**config.mk**
```make
export PLATFORM = sky130hd
export DESIGN_NAME = f_pc_gen
export DESIGN_NICKNAME = d
export VERILOG_FILES = /design/src/rtl/f_pc_gen.sv
export SDC_FILE = /design/constraint.sdc
export NUM_CORES = 1
export LEC_CHECK = 0
export CORE_AREA = 2 2 162 164
export CTS_BUF_LIST = sky130_fd_sc_hd__clkbuf_8 sky130_fd_sc_hd__clkbuf_16
export DETAILED_ROUTE_END_ITERATION = 16
export DIE_AREA = 0 0 164 166
export GPL_TIMING_DRIVEN = 1
export PLACE_DENSITY = 0.42
export SYNTH_ARGS = -nofsm -noshare
export SYNTH_HDL_FRONTEND = slang
export SYNTH_SLANG_ARGS = --single-unit
```
**constraint.sdc**
```tcl
create_clock -name clk -period 8.1 [get_ports clk]
set_clock_uncertainty 0.2 [all_clocks]
set_input_delay 1.62 -clock clk [delete_from_list [all_inputs] [get_ports clk]]
set_output_delay 1.62 -clock clk [all_outputs]
set_load 0.01 [all_outputs]
```
**src/rtl/f_pc_gen.sv**
```systemverilog
// Fetch-stage PC generator: PC register, next-PC select, one-entry pending redirect buffer.
// Optional fetch-window check on pc_adel is enabled by defining F_PC_RANGE_CHECK_EN.
module f_pc_gen #(
  parameter logic [31:0] RESET_PC = 32'h0000_3000,
  parameter logic [31:0] EXC_PC   = 32'h0000_4180,
  parameter logic [31:0] IM_BASE  = 32'h0000_3000,
  parameter logic [31:0] IM_SIZE  = 32'h0000_4000
) (
  input  logic        clk,
  input  logic        reset,
  input  logic        req,
  input  logic        eret,
  input  logic [31:0] epc,
  input  logic        stall,
  input  logic        md_stall,
  input  logic        jump,
  input  logic [25:0] imm26,
  input  logic        jr,
  input  logic [31:0] ra,
  input  logic        branch,
  input  logic        cmp,
  output logic [31:0] pc,
  output logic        pc_adel,
  output logic        pend_valid
);

`ifdef F_PC_RANGE_CHECK_EN
  localparam logic RANGE_EN = 1'b1;
`else
  localparam logic RANGE_EN = 1'b0;
`endif

  localparam logic [31:0] IM_LIMIT = IM_BASE + IM_SIZE;

  logic [31:0] pend_target;
  logic [31:0] tgt;
  logic [31:0] br_off;
  logic        live_redir;
  logic        frz;
  logic [31:0] next_pc;
  logic        next_pend_valid;
  logic [31:0] next_pend_target;
  logic        next_adel;

  assign br_off     = {{14{imm26[15]}}, imm26[15:0], 2'b00};
  assign live_redir = eret | jump | jr | (branch & cmp);
  assign frz        = stall | md_stall;

  // Redirect target; pc here is the delay-slot address for branches.
  always_comb begin
    tgt = pc + br_off;
    if (eret)      tgt = epc;
    else if (jump) tgt = {pc[31:28], imm26, 2'b00};
    else if (jr)   tgt = ra;
  end

  always_comb begin
    next_pc          = pc + 32'd4;
    next_pend_valid  = pend_valid;
    next_pend_target = pend_target;
    if (req) begin
      next_pc         = EXC_PC;
      next_pend_valid = 1'b0;
    end else if (frz) begin
      next_pc = pc;
      // Only ERET may replace an already buffered redirect.
      if (live_redir && !pend_valid) begin
        next_pend_target = tgt;
        next_pend_valid  = 1'b1;
      end else if (live_redir && pend_valid && eret) begin
        next_pend_target = epc;
      end
    end else if (pend_valid) begin
      next_pc         = pend_target;
      next_pend_valid = 1'b0;
    end else if (live_redir) begin
      next_pc = tgt;
    end
  end

  // Flag is computed from the value being loaded so it stays aligned with pc.
  always_comb begin
    next_adel = (next_pc[1:0] != 2'b00) |
                (RANGE_EN & ((next_pc < IM_BASE) | (next_pc >= IM_LIMIT)));
  end

  always_ff @(posedge clk) begin
    if (reset) begin
      pc          <= RESET_PC;
      pend_valid  <= 1'b0;
      pend_target <= 32'h0;
      pc_adel     <= 1'b0;
    end else begin
      pc          <= next_pc;
      pend_valid  <= next_pend_valid;
      pend_target <= next_pend_target;
      pc_adel     <= next_adel;
    end
  end

endmodule
```
---- Word-level counts from Yosys, hierarchy flattened ----
Index checks and enable logic that the tools add are counted.
operators by class
  bitwise gates (word level) .............. 7
  equality and inequality tests ........... 1
  multiplexer cells ....................... 9
  reduce and logical (&&, ||, !) cells .... 9
  add/sub/neg operators ................... 2
operators by type and width
  operator                                       count
  2-to-1 mux 32 bit                              7
  adder 32 x 3 -> 32 bit, second input constant  1
  adder 32 bit                                   1
  2-to-1 mux 15 bit                              2
  bitwise OR 1 bit                               4
  nonzero test 2 bit                             2
  logical AND 1 bit                              3
  AND reduction 3 bit                            1
  OR reduction 3 bit                             1
  inequality test 2 bit, second input constant   1
  NOT 1 bit                                      2
  OR reduction 2 bit                             1
  AND 1 bit                                      1
  logical NOT 1 bit                              1
word-level totals
  input bits .............................. 100
  word-level logic and storage cells ...... 34
  register bits ........................... 66
  output and inout port bits .............. 34

---- Logic depth before layout (Yosys ltp) ----
Gate-level depths: netlist (run 1).
  depth in word-level cells ............... 9
  gate-level depth with buffers ........... 11
  mapped depth without buffers ............ 11

---- Least setup slack after synthesis (run 1) ----
No wires, ideal clock.
  kind .................................... input -> register
  start ................................... input port imm26[0]
  end ..................................... register pend_target[28]
  buffers on the path ..................... 0
  data required time ...................... 7,765 ps
  data arrival time ....................... 3,677 ps
  path slack .............................. 4,088 ps
  stages .................................. 11
  library setup time ...................... 135 ps
  path through ............................ ha_1 inv_1 fa_1 nor2b_4 o2111ai_1 nand4_1 nand4b_1 a211o_1 and4b_1 o31ai_1 a211oi_1
between the ends
  word-level cells in the longest chain between the ends .. 5
ends and longest elaborated chain
  item                  RTL line  text
  start, declared       17        input logic [25:0] imm26,
  adder 32 bit          51        tgt = pc + br_off;
  2-to-1 mux 32 bit     54        else if (jr) tgt = ra;
  2-to-1 mux 32 bit     53        else if (jump) tgt = {pc[31:28], imm26, 2'b00};
  2-to-1 mux 32 bit     52        if (eret) tgt = epc;
  2-to-1 mux 32 bit     67        if (live_redir && !pend_valid) begin
  end signal, assigned  96        pend_target <= next_pend_target;
  end, declared         35        logic [31:0] pend_target;
No other way between the ends.
A chain may end at the register's enable or synchronous reset.

---- Worst setup path after layout (run 1) ----
  start ................................... input port imm26[15]
  end ..................................... register pc[29]
between the ends
  word-level cells in the longest chain between the ends .. 6
ends and longest elaborated chain
  item                  RTL line  text
  adder 32 bit          51
  2-to-1 mux 32 bit     54
  2-to-1 mux 32 bit     53
  2-to-1 mux 32 bit     52
  2-to-1 mux 32 bit     76        end else if (live_redir) begin
  2-to-1 mux 32 bit     73        end else if (pend_valid) begin
  end signal, assigned  94        pc <= next_pc;
  end, declared         22        output logic [31:0] pc,
No other way between the ends.

==> metrics.csv, run 1 <==
metric;value;unit
Post-CTS Resized;0;
Hold Path Depth;2;
Yosys top cell by area;dfxtp_1;
initial antenna violation count;0;
actual slew at the worst max-slew pin;1.07;ns
post-route setup TNS;0;ns
minimum clock period;4.95;ns
Syn. warnings;0;
Top FF cell, synth;dfxtp_1;
Congestion Overflow GR;0;
Synth async-reset ratio;0;%
gr usage total;21.4;%
area taken by multi-input logic gates;0.00467;mm^2
fill cell count;2812;
Crit. End Element;flop;
vias in the first global route;7222;
Starting Density;24.5;%
period utilization;61.1;%
first-pass GRT wire length;44.3;mm
Reg clk slew, reported paths;0.06;ns
Rel. slew slack;28.5;%
routed length per instance;22.3;um
Synth top area share;21.0;%
FF-to-FF setup slack;4.61;ns
Worst-Skew Late Latency;0.35;ns
leak pwr;3.07;nW
Max-Cap Viols;0;
via count;7433;
gp weighted congestion;0.915;
Reg-to-Reg End;pend_target[28]$_SDFFE_PP0P_;
Max Transition Viols Final;0;
synth unique cells;76;
IO Pins;134;
endpoints failing hold;0;
Peak VDD IR;0.0985;mV
full die area;0.0272;mm^2
die width;164;um
reg2reg path depth;11;
min-delay src;pend_target[1]$_SDFFE_PP0P_;
clk root buf;clkbuf_16;
cts bufs inserted;9;
Inserted Diodes;0;
Finish-stage setup viols;0;
via/cell ratio;5.58;
CTS tree;built;
Setup Fix Bufs, Post-CTS;0;
pin count of the biggest net entering global routing;45;
Iteration-0 DRC Markers;457;
Max H-tree Level;3;
count leader, synth;nor2_1;
WP data arrival;5.04;ns
Worst Path Max Fanout;17;
Post-Syn Area;0.00628;mm^2
clk sink count;66;
hold crit path type;flop to flop;
Final nets;1124;
layout cell share with drive strength beyond 1;5.31;%
sequential element share of the synthesized area;21.0;%
synth-to-layout area growth;31.1;%
post-route ant nets;0;
Detailed Routing Iterations Pass 1;5;
number of flops mapped to enable cells by yosys;0;
routed wire length;29.7;mm
Hold EP;pend_target[1]$_SDFFE_PP0P_;
commonest cells in the netlist;nor2_1 (121), nand2_1 (93), a21oi_1 (88);
Finished Layout Cells;1333;
largest cells by area after synthesis;dfxtp_1 (21%), nor2_1 (7.2%), a21oi_1 (7.0%);
syn nets;1024;
kind of critical path;input port to flop;
CP Launch Type;input port;
Die Span Y;166;um
Mapped Avg Cell Area;7.03;um^2
PwrDens;144;mW/mm^2
dpl cells;1317;
FF+latch count, synth;66;
status;complete, no violations;
fmax;0.202;GHz
reg2reg start;pc[2]$_SDFFE_PP0P_;
drt drc;0;
register area;0.00132;mm^2
Longest Clk Path Bufs;2;
# rows;59;
Core ar.;0.0256;mm^2
PortBufs;133;
Synth Instances;893;
RSZ-0062 raised after global routing;false;
HPWL after detailed placement;21.4;mm
critical path required time;8.19;ns
CTS Hold Bufs;0;
==> layout by cell type, fill, tap and decap left out, types with 17 or more instances in the layout <==
master,synthesis,layout
o21ai_0,66,66
dfxtp_1,66,66
a21oi_1,88,87
xnor2_1,18,18
xor2_1,17,17
inv_1,17,18
ha_1,30,30
nor2_1,121,120
clkdlybuf4s50_1,0,131
nor3_1,27,27
nand2_1,93,93
==> critical path, cell delays in order <==
cell	delay (ns)
clkdlybuf4s50_1	0.86
ha_1	0.71
a21oi_1	0.12
o21ai_0	0.38
nor2_1	0.12
o21ai_0	0.31
nor2_1	0.09
a21oi_1	0.35
mux2_2	0.38
nor2_1	0.09
==> routing by layer <==
| layer | track usage [%] | share of wire, % |
|---|---|---|
| met5 | 0 | 0 |
| met2 | 35.1 | 47 |
| met1 | 29.6 | 46 |
| met4 | 5.64 | 1.9 |
| met3 | 2.75 | 5.1 |
==> sequential cells by signal (all words and copies together) (netlist names) <==
signal and cells:
pend_target 32, pend_valid 1, pc_adel 1, pc 32
==> per-stage QoR <==
stage          total power [mW]  worst slack [ns]  util (%)  cell area [um^2]  hold slack [ns]
6_report                   1.18              3.15      32.1              8230            0.289
5_1_grt                    1.24              2.86      32.1              8230            0.325
4_1_cts                    1.18              3.17      32.1              8230            0.294
3_5_place_dp              0.745              2.83      30.9              7910            0.277
3_3_place_gp              0.748              2.88      30.9              7910            0.269
2_1_floorplan             0.583              4.09         -              6280            0.256
==> report_power, final <==
| part | leakage (nW) | switching, mW | internal (mW) | total, mW |
|---|---|---|---|---|
| logic | 2.37 | 0.213 | 0.156 | 0.369 |
| registers | 0.543 | 0.0264 | 0.347 | 0.373 |
| clock network | 0.157 | 0.169 | 0.270 | 0.438 |
==> cell families (layout without fill, tap and decap cells) <==
logic type	after synthesis	count (layout)	share of synthesized area [%]
fa+ha+maj	31	31	6.30
simple gates	343	343	25.7
mux	14	14	2.27
flops	66	66	21.0
xor+xnor	35	35	4.88
compound gates	327	327	35.2
buf+inv	77	182	4.64
==> area by class of cell <==
cell class                 instances  share of cell area (%)
clock buffer                       9                    2.74
clock inverter                     7                    1.14
inverter                          19                   0.867
multi-input combinational        750                    56.8
sequential                        66                    16.1
tap                              335                    5.09
timing repair buffer             147                    17.3
==> worst max path at each step <==
| stage | to | from | slack [ns] |
|---|---|---|---|
| 2_1_floorplan | pend_target[28]$_SDFFE_PP0P_ | imm26[0] | 4.09 |
| 3_3_place_gp | pc[29]$_SDFFE_PP0P_ | imm26[15] | 2.88 |
| 3_5_place_dp | pc[29]$_SDFFE_PP0P_ | imm26[15] | 2.83 |
| 4_1_cts | pc[29]$_SDFFE_PP0P_ | imm26[15] | 3.17 |
| 5_1_grt | pc[29]$_SDFFE_PP0P_ | imm26[15] | 2.86 |
| 6_report | pc[29]$_SDFFE_PP0P_ | imm26[15] | 3.15 |
Note: power is estimated with default switching activity, not from simulation.
==> run 2, diff against run 1 <==
- clock period: 8.1 -> 4.6 ns (I/O delays scaled with it)
==> run 2 against run 1 <==
Compared with the run above: via count rose by 1.2%; power rose by 80%; register-to-register slack got worse by 3.5 ns; non-clock buffer count rose by 13.
==> metrics.csv, run 2 (synthesized netlist as in run 1, its figures left out) <==
metric;value;unit;change
critical path required time;4.69;ns;was 8.19 ns
routed wire length;30.1;mm;was 29.7 mm
register area;0.00132;mm^2;unchanged
actual slew at the worst max-slew pin;1.22;ns;was 1.07 ns
Die Span Y;166;um;unchanged
PwrDens;255;mW/mm^2;was 144 mW/mm^2
die width;164;um;unchanged
clk sink count;66;;unchanged
CTS Hold Bufs;0;;unchanged
minimum clock period;3.99;ns;
Starting Density;24.5;%;unchanged
Setup Fix Bufs, Post-CTS;0;;unchanged
Tot Pwr;2.12;mW;was 1.18 mW
vias in the first global route;7304;;was 7222
fill cell count;2792;;was 2812
status;complete, no violations;;unchanged
Max Transition Viols Final;0;;unchanged
Peak VDD IR;0.151;mV;was 0.0985 mV
Core ar.;0.0256;mm^2;unchanged
gp weighted congestion;0.899;;was 0.915
full die area;0.0272;mm^2;unchanged
Longest Clk Path Bufs;2;;unchanged
first-pass GRT wire length;45.4;mm;was 44.3 mm
gr usage total;22.1;%;was 21.4%
Final nets;1137;;was 1124
most frequent cells in the layout;clkdlybuf4s50_1 (131), nor2_1 (120), nand2_1 (93);;unchanged
synth-to-layout area growth;32.8;%;was 31.1%
RSZ-0062 raised after global routing;false;;unchanged
Inserted Diodes;0;;unchanged
kind of critical path;input port to flop;;unchanged
post-route ant nets;0;;unchanged
IO Pins;134;;unchanged
CTS tree;built;;unchanged
biggest regs;pc: 32 flops, pend_target: 32 flops;;unchanged
fmax;0.251;GHz;
most common cell after layout, fill and taps aside;clkdlybuf4s50_1;;unchanged
period utilization;86.8;%;
Post-CTS Resized;0;;unchanged
pin count of the biggest net entering global routing;44;;was 45
Iteration-0 DRC Markers;526;;was 457
leak pwr;3.13;nW;was 3.07 nW
Worst-Skew Late Latency;0.35;ns;about the same
FF-to-FF setup slack;1.15;ns;was 4.61 ns
PortBufs;133;;unchanged
post-route setup TNS;0;ns;unchanged
Rel. slew slack;18.6;%;was 28.5%
hold crit path type;flop to flop;;unchanged
via count;7519;;was 7433
HPWL after detailed placement;22.2;mm;was 21.4 mm
layout cell share with drive strength beyond 1;6.63;%;was 5.31%
WP data arrival;4.08;ns;was 5.04 ns
CP Launch Type;input port;;unchanged
via/cell ratio;5.59;;was 5.58
# rows;59;;unchanged
Detailed Routing Iterations Pass 1;5;;unchanged
clk root buf;clkbuf_16;;unchanged
Worst Path Max Fanout;11;;was 17
initial antenna violation count;0;;unchanged
Reg clk slew, reported paths;0.07;ns;was 0.06 ns
routed length per instance;22.3;um;about the same
Max-Cap Viols;0;;unchanged
cts bufs inserted;9;;unchanged
Finish-stage setup viols;0;;unchanged
Max H-tree Level;3;;unchanged
Crit. End Element;flop;;unchanged
endpoints failing hold;0;;unchanged
Congestion Overflow GR;0;;unchanged
area taken by multi-input logic gates;0.00467;mm^2;unchanged
drt drc;0;;unchanged
[run 2: cell count changes in the layout (fill, tap and decap cells not counted)]
cell	change
clkinvlp_4	+1
clkinv_4	-1
inv_1	-1
clkbuf_8	+1
buf_4	+13
[run 2: worst max-delay path: stages]
cell,delay [ns]
clkdlybuf4s50_1,0.71
ha_1,0.60
a21oi_1,0.11
o21ai_0,0.37
nor2_1,0.10
o21ai_0,0.35
nor2_1,0.09
a21oi_1,0.35
mux2_2,0.38
nor2_1,0.09
[run 2: path summary, 6_finish.rpt]
path | from | endpoint | cells after the start
worst max-delay path | imm26[15] | pc[29]$_SDFFE_PP0P_ | 10
worst min-delay path | pend_target[4]$_SDFFE_PP0P_ | pend_target[4]$_SDFFE_PP0P_ | 2
worst max register to register | pc[2]$_SDFFE_PP0P_ | pend_target[28]$_SDFFE_PP0P_ | 11
worst min register to register | pend_target[4]$_SDFFE_PP0P_ | pend_target[4]$_SDFFE_PP0P_ | 2
[run 2: metrics by stage]
stage | hold WS, ns | area [um^2] | cells | util [%] | setup slack [ns]
6_report | 0.298 | 8330 | 1346 | 32.5 | 0.608
2_1_floorplan | 0.256 | 6280 | 893 | - | 1.29
5_1_grt | 0.318 | 8330 | 1346 | 32.5 | 0.388
4_1_cts | 0.296 | 8330 | 1346 | 32.5 | 0.686
3_3_place_gp | 0.277 | 8010 | 1330 | 31.3 | 0.347
3_5_place_dp | 0.280 | 8010 | 1330 | 31.3 | 0.325
[run 2: routing by layer]
layer	global-route usage, %	wire, um	up-vias
met1	30.5	13900	3644
met4	4.31	384	0
met2	36.8	14300	251
met3	2.90	1480	20
met5	0	0	-
li1	-	-	3604
[run 2: layout make-up]
| type | count | area share (%) |
|---|---|---|
| clock buffer | 10 | 2.87 |
| tap | 335 | 5.03 |
| sequential | 66 | 15.9 |
| inverter | 19 | 0.856 |
| clock inverter | 6 | 1.07 |
| multi-input combinational | 750 | 56.0 |
| timing repair buffer | 160 | 18.3 |
[run 2: where the power goes]
part           switching (mW)  internal (mW)
Sequential             0.0485          0.611
Combinational           0.377          0.284
Clock                   0.310          0.491
==> run 3, diff against run 2 <==
- CTS_CLUSTER_DIAMETER: unset -> 120
==> results of run 3 <==
Final layout, timing and power as in run 2 (identical DEF).
